## src/rtl/sccb_target_regs.sv

```systemverilog
// sccb_target_regs: SCCB/I2C target with an internal byte-wide register file.
// Decodes START/STOP, matches a 7-bit address, takes a register pointer, then
// stores write bytes (auto-increment) or returns read bytes. Every accepted
// write is also presented to the fabric as a one-cycle pulse.
module sccb_target_regs #(
  parameter logic [6:0] p_slave_addr  = 7'h21,
  parameter int         p_addr_width  = 8,
  parameter int         p_hold_cycles = 4,
  parameter int         p_sccb_mode   = 1
) (
  input  logic                    i_clk,
  input  logic                    i_rst_n,
  input  logic                    i_scl,
  input  logic                    i_sda,
  output logic                    o_sda_oe,
  output logic                    o_wr_valid,
  output logic [p_addr_width-1:0] o_wr_addr,
  output logic [7:0]              o_wr_data,
  input  logic [p_addr_width-1:0] i_rd_addr,
  output logic [7:0]              o_rd_data,
  output logic                    o_busy
);

  localparam int Depth = 2 ** p_addr_width;
  localparam int HoldW = (p_hold_cycles > 1) ? $clog2(p_hold_cycles) : 1;
  localparam logic [HoldW-1:0] HoldLoad = HoldW'(p_hold_cycles - 1);
  // Both SCCB and I2C end a read silently when the master withholds its ACK.
  localparam bit SccbMode = (p_sccb_mode != 0);

  typedef enum logic [3:0] {
    IDLE, ADDR, ADDR_ACK, REG, REG_ACK, WDATA, WDATA_ACK, RDATA, RDATA_ACK
  } state_t;

  state_t state, state_next;

  logic [1:0] scl_sync, sda_sync;
  logic       scl_prev, sda_prev;
  logic       scl_s, sda_s;
  logic       scl_rise, scl_fall, start_det, stop_det;

  logic [2:0]              cnt;
  logic [7:0]              shreg;
  logic [7:0]              byte_in;
  logic [p_addr_width-1:0] ptr, ptr_plus, ptr_from_byte;
  logic [7:0]              mem [Depth];

  logic             hold_act, hold_val, drive_val;
  logic [HoldW-1:0] hold_cnt;

  logic bit_adv, cnt_clr, ptr_load, ptr_inc, ld_cur, ld_next;
  logic wr_en, busy_set, busy_clr;

  assign scl_s     = scl_sync[1];
  assign sda_s     = sda_sync[1];
  assign scl_rise  = scl_s & ~scl_prev;
  assign scl_fall  = ~scl_s & scl_prev;
  assign start_det = scl_s & sda_prev & ~sda_s;
  assign stop_det  = scl_s & ~sda_prev & sda_s;

  assign byte_in       = {shreg[6:0], sda_s};
  assign ptr_plus      = ptr + 1'b1;
  assign ptr_from_byte = p_addr_width'(byte_in);

  // Bring the asynchronous bus pins into the clock domain; idle bus is high.
  always_ff @(posedge i_clk or negedge i_rst_n) begin
    if (!i_rst_n) begin
      scl_sync <= 2'b11;
      sda_sync <= 2'b11;
      scl_prev <= 1'b1;
      sda_prev <= 1'b1;
    end else begin
      scl_sync <= {scl_sync[0], i_scl};
      sda_sync <= {sda_sync[0], i_sda};
      scl_prev <= scl_sync[1];
      sda_prev <= sda_sync[1];
    end
  end

  // Protocol state register.
  always_ff @(posedge i_clk or negedge i_rst_n) begin
    if (!i_rst_n) state <= IDLE;
    else          state <= state_next;
  end

  // Next state and datapath strobes; STOP beats START beats bit sampling.
  always_comb begin
    state_next = state;
    bit_adv    = 1'b0;
    cnt_clr    = 1'b0;
    ptr_load   = 1'b0;
    ptr_inc    = 1'b0;
    ld_cur     = 1'b0;
    ld_next    = 1'b0;
    wr_en      = 1'b0;
    busy_set   = 1'b0;
    busy_clr   = 1'b0;
    if (stop_det) begin
      state_next = IDLE;
      busy_clr   = 1'b1;
    end else if (start_det) begin
      state_next = ADDR;
      cnt_clr    = 1'b1;
    end else if (scl_rise) begin
      case (state)
        ADDR: begin
          bit_adv = 1'b1;
          if (cnt == 3'd7) begin
            if (byte_in[7:1] == p_slave_addr) begin
              state_next = ADDR_ACK;
              busy_set   = 1'b1;
            end else begin
              state_next = IDLE;
              busy_clr   = 1'b1;
            end
          end
        end
        ADDR_ACK: begin
          cnt_clr = 1'b1;
          if (shreg[0]) begin
            state_next = RDATA;
            ld_cur     = 1'b1;
          end else begin
            state_next = REG;
          end
        end
        REG: begin
          bit_adv = 1'b1;
          if (cnt == 3'd7) begin
            ptr_load   = 1'b1;
            state_next = REG_ACK;
          end
        end
        REG_ACK: begin
          cnt_clr    = 1'b1;
          state_next = WDATA;
        end
        WDATA: begin
          bit_adv = 1'b1;
          if (cnt == 3'd7) begin
            wr_en      = 1'b1;
            ptr_inc    = 1'b1;
            state_next = WDATA_ACK;
          end
        end
        WDATA_ACK: begin
          cnt_clr    = 1'b1;
          state_next = WDATA;
        end
        RDATA: begin
          bit_adv = 1'b1;
          if (cnt == 3'd7) state_next = RDATA_ACK;
        end
        RDATA_ACK: begin
          cnt_clr = 1'b1;
          if (!sda_s) begin
            ptr_inc    = 1'b1;
            ld_next    = 1'b1;
            state_next = RDATA;
          end else if (SccbMode) begin
            state_next = IDLE;
            busy_clr   = 1'b1;
          end else begin
            state_next = IDLE;
            busy_clr   = 1'b1;
          end
        end
        default: ;
      endcase
    end
  end

  // SDA level to present after the next SCL fall, chosen by the current phase.
  always_comb begin
    drive_val = 1'b0;
    case (state)
      ADDR_ACK, REG_ACK, WDATA_ACK: drive_val = 1'b1;
      RDATA:                        drive_val = ~shreg[7];
      default:                      drive_val = 1'b0;
    endcase
  end

  // Bit counter, shift register, pointer, busy flag and fabric write strobe.
  always_ff @(posedge i_clk or negedge i_rst_n) begin
    if (!i_rst_n) begin
      cnt        <= '0;
      shreg      <= '0;
      ptr        <= '0;
      o_busy     <= 1'b0;
      o_wr_valid <= 1'b0;
      o_wr_addr  <= '0;
      o_wr_data  <= '0;
    end else begin
      if (cnt_clr)      cnt <= '0;
      else if (bit_adv) cnt <= cnt + 3'd1;

      if (ld_cur)       shreg <= mem[ptr];
      else if (ld_next) shreg <= mem[ptr_plus];
      else if (bit_adv) shreg <= byte_in;

      if (ptr_load)     ptr <= ptr_from_byte;
      else if (ptr_inc) ptr <= ptr_plus;

      if (busy_clr)      o_busy <= 1'b0;
      else if (busy_set) o_busy <= 1'b1;

      o_wr_valid <= wr_en;
      if (wr_en) begin
        o_wr_addr <= ptr;
        o_wr_data <= byte_in;
      end
    end
  end

  // SDA drive changes land a fixed hold time after each detected SCL fall.
  always_ff @(posedge i_clk or negedge i_rst_n) begin
    if (!i_rst_n) begin
      o_sda_oe <= 1'b0;
      hold_act <= 1'b0;
      hold_val <= 1'b0;
      hold_cnt <= '0;
    end else if (start_det || stop_det) begin
      o_sda_oe <= 1'b0;
      hold_act <= 1'b0;
    end else if (scl_fall) begin
      hold_act <= 1'b1;
      hold_val <= drive_val;
      hold_cnt <= HoldLoad;
    end else if (hold_act) begin
      if (hold_cnt == '0) begin
        o_sda_oe <= hold_val;
        hold_act <= 1'b0;
      end else begin
        hold_cnt <= hold_cnt - 1'b1;
      end
    end
  end

  // Register file storage; cleared by reset, written on each accepted byte.
  always_ff @(posedge i_clk or negedge i_rst_n) begin
    if (!i_rst_n) begin
      for (int i = 0; i < Depth; i++) mem[i] <= '0;
    end else if (wr_en) begin
      mem[ptr] <= byte_in;
    end
  end

  // Fabric read port, one cycle latency; a same-cycle write shows up next read.
  always_ff @(posedge i_clk or negedge i_rst_n) begin
    if (!i_rst_n) o_rd_data <= '0;
    else          o_rd_data <= mem[i_rd_addr];
  end

endmodule

```

## config.mk

```make
export PLATFORM = sky130hd
export DESIGN_NAME = sccb_target_regs
export DESIGN_NICKNAME = d
export VERILOG_FILES = /design/src/rtl/sccb_target_regs.sv
export SDC_FILE = /design/constraint.sdc
export NUM_CORES = 2
export LEC_CHECK = 0
export BUFFER_PORTS_ARGS = -buffer_cell sky130_fd_sc_hd__buf_4
export CORE_MARGIN = 1
export CORE_UTILIZATION = 50
export DETAILED_ROUTE_END_ITERATION = 8
export GPL_ROUTABILITY_DRIVEN = 0
export MAX_ROUTING_LAYER = met4
export PLACE_DENSITY_LB_ADDON = 0.3
export REMOVE_ABC_BUFFERS = 1
export SETUP_SLACK_MARGIN = 0.2
export SLEW_MARGIN = 40
export SYNTH_ARGS = -nofsm -noshare
export SYNTH_HDL_FRONTEND = slang
export SYNTH_SLANG_ARGS = --single-unit
```

## constraint.sdc

```tcl
create_clock -name i_clk -period 11.1 [get_ports i_clk]
set_input_delay 2.22 -clock i_clk [delete_from_list [all_inputs] [get_ports i_clk]]
set_output_delay 2.22 -clock i_clk [all_outputs]
set_load 0.005 [all_outputs]
```

==> flow_results.org <==
** Timing
- Clock skew on the completed layout was measured at around 90 ps.
- Setup repair after global routing left no endpoint under its margin.
- Setup violations remaining at the end of the flow were counted as 0.
- Time the worst path needs with I/O delays and setup :: between 5000 and 6000 ps
- Sum of negative setup slack :: 0 ps
- Dividing the final minimum period by the clock period gives 0.5257.
- Max-slew headroom at the worst pin :: 0.3053
- The number of endpoints with negative hold slack in the final report was 0.
- Fmax :: roughly 0.17 GHz
- Least-Margin Pin Slew :: approximately 1000 ps
- Number of slew-limit violations in the final report :: 0

** Setup path
- The number of cells on the worst reg-to-reg path is 10.
- Critical path destination :: shreg[6]$_DFFE_PN0P_
- Worst setup SP type :: flip-flop
- Worst-case register-to-register setup slack :: roughly 5300 ps
- Startpoint of the worst setup timing path :: ptr[0]$_DFFE_PN0P_
- Largest fanout of any net on the critical path :: 95
- Reg2Reg Launch Point :: ptr[0]$_DFFE_PN0P_
- The critical path is of the reg2reg type.
- Crit. End Element :: flip-flop
- Critical R2R Capture :: shreg[6]$_DFFE_PN0P_
- At the worst endpoint, the required time is around 12000 ps.
- At the worst endpoint, the arrival time is 6640 ps.

** Detailed routing
- Post-DR wirelength/cell :: about 39 um
- Dividing the detail-routed via count by the number of cells gives 7.583.
- DRC violation count after routing :: 42
- In this run the remaining antenna-violating nets after routing total 0.
- Number of vias after detailed routing :: ~89000
- Number of design-rule violations left by the first detailed-router iteration :: 12920
- Final wirelength :: between 400 and 500 mm
- Number of iterations in the first detailed-routing pass :: 9

** Die
- Placeable core region :: 252100 sq um
- Die Wd :: between 500 and 600 um
- Starting density of the core :: 0.5041
- Core Rows :: between 150 and 200
- Area of the die :: approximately 260000 sq um
- From bottom edge to top edge, the die measures 506.2 um.
- 39 I/O pins were placed.

** Flow run
- Max-cap violations in this run came to 0.

** Power
- Post-layout total power :: between 15 and 20 mW
- Max VDD drop :: ~0.19 mV
- Power density cells :: around 130 nW/um^2
- Sequential cell fraction of total power :: 0.446
- The internal power of the cells totals about 13 mW.
- Clock share of power :: 0.471
- Of the total power, the share spent switching nets is 0.2750.
- Switching component of the power :: roughly 4.8 mW
- Combinational fraction of design power :: 0.083
- Static leakage :: slightly below 60 nW

** Logic synthesis
- Adder-cell share of the synthesized area :: 0.0007679
- Unique cell type count in the Yosys netlist :: between 60 and 70
- Synth warnings :: 0
- Multiplexer share of the synthesized area :: 0.4857
- Fraction of post-synthesis cell area in the top cell type by area :: 0.4139
- Share of async-settable or async-resettable flops after synthesis :: 1.000
- Each instance of the synthesized netlist takes up on average roughly 15 sq um.
- Compound-gate portion of the synthesized area :: 0.03115
- Of the synthesized area, sequential elements account for 0.4151.
- The cell area that synthesis handed to floorplanning was 127100 sq um.
- Parity-gate share of the synthesized area counting xor and xnor cells :: 0.001447
- Dominant combinational cell family by area after synthesis :: multiplexers
- Number of synthesized register bits :: roughly 2100
- Of all cell types, the one taking the most synthesized area is sky130_fd_sc_hd__dfrtp_1.
- Top FF cell, synth :: sky130_fd_sc_hd__dfrtp_1
- Counting flops with a built-in enable in the synthesized netlist gives 0.
- In the post-synthesis netlist, the biggest area contributors are sky130_fd_sc_hd__dfrtp_1, sky130_fd_sc_hd__mux4_2, sky130_fd_sc_hd__mux2_2.
- Of the total synthesized cell area, the portion taken by AND, OR, NAND and NOR gates is 0.03827.
- Synthesis produced 8436 cells.

** Clock network
- H-tree levels :: 4
- Hold repair after CTS inserted 0 buffers.
- Clock Pin Slew Worst Setup and Hold Paths :: around 70 ps
- TritonCTS built the clock tree.
- No sink is reached through more buffers than the 3 on the longest clock path.
- CTS placed an instance of sky130_fd_sc_hd__clkbuf_16 at the clock tree root.
- CTS saw 2108 sinks.
- Buffers added to address setup during post-CTS repair amount to 0.
- Worst skew pair latency :: 970 ps
- The number of gates resized after CTS was 0.
- Inserted Clock Buffers :: approximately 230

** Placement
- The HPWL after detailed placement is ~290 mm.
- Port buffering added 38 buffers.
- Cell count after placement :: around 11000
- The placed instances occupy a cell area of about 130000 sq um.

** Global route
- The first global-routing pass estimated between 600 and 700 mm of wire.
- Antenna violations before repair :: 28
- Number of global-route vias before repair :: 87730
- M2 GR Usage :: 0.5075
- Total global-route track usage :: 0.3731
- Grt met1 use :: 0.4665
- Largest net degree at the start of global routing :: 160
- For met3 alone, demand over resource in global routing was 0.1449.
- Busiest layer in global routing :: met2
- GR Overflow Total :: 0

** Min path
- The path class of the tightest hold or removal check is reg2reg.

** Finish
- The area growth from synthesis to layout is 9.865%.
- At the end of the flow the core is filled with cells to 0.5539.
- In the final layout, the share of cells above drive strength 1 is 0.5177.
- The library cell used most frequently in the layout, excluding fill and tap cells, is sky130_fd_sc_hd__dfrtp_1.
- Non-filler cells, final :: around 12000
- For this run, the post-layout net count is 8160.
- The finished cells cover approximately 140000 sq um.
- In the layout the commonest cells are sky130_fd_sc_hd__dfrtp_1, sky130_fd_sc_hd__mux4_2, sky130_fd_sc_hd__mux2_2, sky130_fd_sc_hd__nand2_1, sky130_fd_sc_hd__o21ai_0.

** Outcome
- The flow ran to the end, but the final reports show violations.
- The final reports fail on design-rule violations.
-- flip-flops by register name, summed over array words and instances, names as in the netlist --
signal / flops
ptr: 8
state: 4
shreg: 8
hold_val: 1
cnt: 3
o_wr_addr: 8
o_rd_data: 8
hold_act: 1
o_sda_oe: 1
o_wr_data: 8
hold_cnt: 2
sda_prev: 1
o_wr_valid: 1
mem: 2048
scl_prev: 1
sda_sync: 2
o_busy: 1
scl_sync: 2
-- layout make-up --
cell class	count	area (sq um)
clock inverters	109	1567
repair buffers	267	2969
well taps	3348	4189
diodes	38	95.09
flip-flops and latches	2108	52800
multi-input cells	5519	71320
clock buffers	319	6598
inverters	17	83.83
fillers	19600	112500
-- metal layers --
layer,wire length [um],up-vias
li1,-,33140
met1,160300,47300
met2,198300,6812
met3,64280,1671
met4,35750,0
met5,0,-
-- logic make-up (layout without fill, tap and decap cells) --
family,after synthesis,in the layout
multiplexers,3626,3626
flip-flops,2108,2108
AO/OA/AOI/OAI,672,672
XOR/XNOR,21,21
adder cells (fa/ha/maj),8,8
other,0,38
AND/OR/NAND/NOR,1192,1192
buffers and inverters,809,712
-- worst min-delay path by stage --
| stage | startpoint | end | depth (start not counted) |
|---|---|---|---|
| final | sda_sync[0]$_DFF_PN1_ | sda_sync[1]$_DFF_PN1_ | 0 |
| after global routing | sda_sync[0]$_DFF_PN1_ | sda_sync[1]$_DFF_PN1_ | 0 |
| after CTS | sda_sync[0]$_DFF_PN1_ | sda_sync[1]$_DFF_PN1_ | 0 |
| after detailed placement | sda_sync[0]$_DFF_PN1_ | sda_sync[1]$_DFF_PN1_ | 0 |
| after global placement | scl_sync[0]$_DFF_PN1_ | scl_sync[1]$_DFF_PN1_ | 0 |
| after floorplan | scl_sync[0]$_DFF_PN1_ | scl_sync[1]$_DFF_PN1_ | 0 |
-- metrics by stage --
stage,hold WS (ps),worst slack (ps)
after floorplan,345.2,-41780
after global placement,345.8,4399
after global routing,364.7,5180
after detailed placement,351.6,4392
after CTS,358.9,5341
final,353.4,5265
-- power groups by stage --
| stage | Combinational (mW) | Clock [mW] | Sequential, mW |
|---|---|---|---|
| floorplan | 0.240 | 0 | 8.20 |
| global placement | 1.36 | 0 | 7.96 |
| detailed placement | 1.42 | 0 | 7.96 |
| CTS | 1.43 | 8.31 | 7.82 |
| global route | 1.54 | 8.63 | 7.82 |
| finish | 1.46 | 8.27 | 7.83 |
-- critical path, stage by stage, from the launching register on --
cell and delay (ps):
sky130_fd_sc_hd__dfrtp_4 850, sky130_fd_sc_hd__inv_1 250, sky130_fd_sc_hd__buf_4 370, sky130_fd_sc_hd__ha_4 770, sky130_fd_sc_hd__buf_12 590, sky130_fd_sc_hd__mux4_2 430
sky130_fd_sc_hd__mux4_2 500, sky130_fd_sc_hd__o2111ai_1 730, sky130_fd_sc_hd__nand3_1 550, sky130_fd_sc_hd__a21oi_1 330, sky130_fd_sc_hd__a211oi_1 80
-- synthesized netlist by cell type (17+ instances only) --
cell	n
sky130_fd_sc_hd__buf_4	30
sky130_fd_sc_hd__nor2_1	140
sky130_fd_sc_hd__mux2i_1	87
sky130_fd_sc_hd__nand3_1	85
sky130_fd_sc_hd__a21oi_1	55
sky130_fd_sc_hd__a221oi_1	21
sky130_fd_sc_hd__nand2_1	853
sky130_fd_sc_hd__a22oi_1	57
sky130_fd_sc_hd__mux4_2	1865
sky130_fd_sc_hd__o21ai_0	414
sky130_fd_sc_hd__nand4_1	17
sky130_fd_sc_hd__mux2_2	1674
sky130_fd_sc_hd__nor3_1	23
sky130_fd_sc_hd__buf_1	60
sky130_fd_sc_hd__dfrtp_1	2102
sky130_fd_sc_hd__a31oi_1	17
sky130_fd_sc_hd__clkbuf_1	426
sky130_fd_sc_hd__buf_2	275
sky130_fd_sc_hd__and2_1	17
No activity file was read; power rests on OpenSTA's default activity.
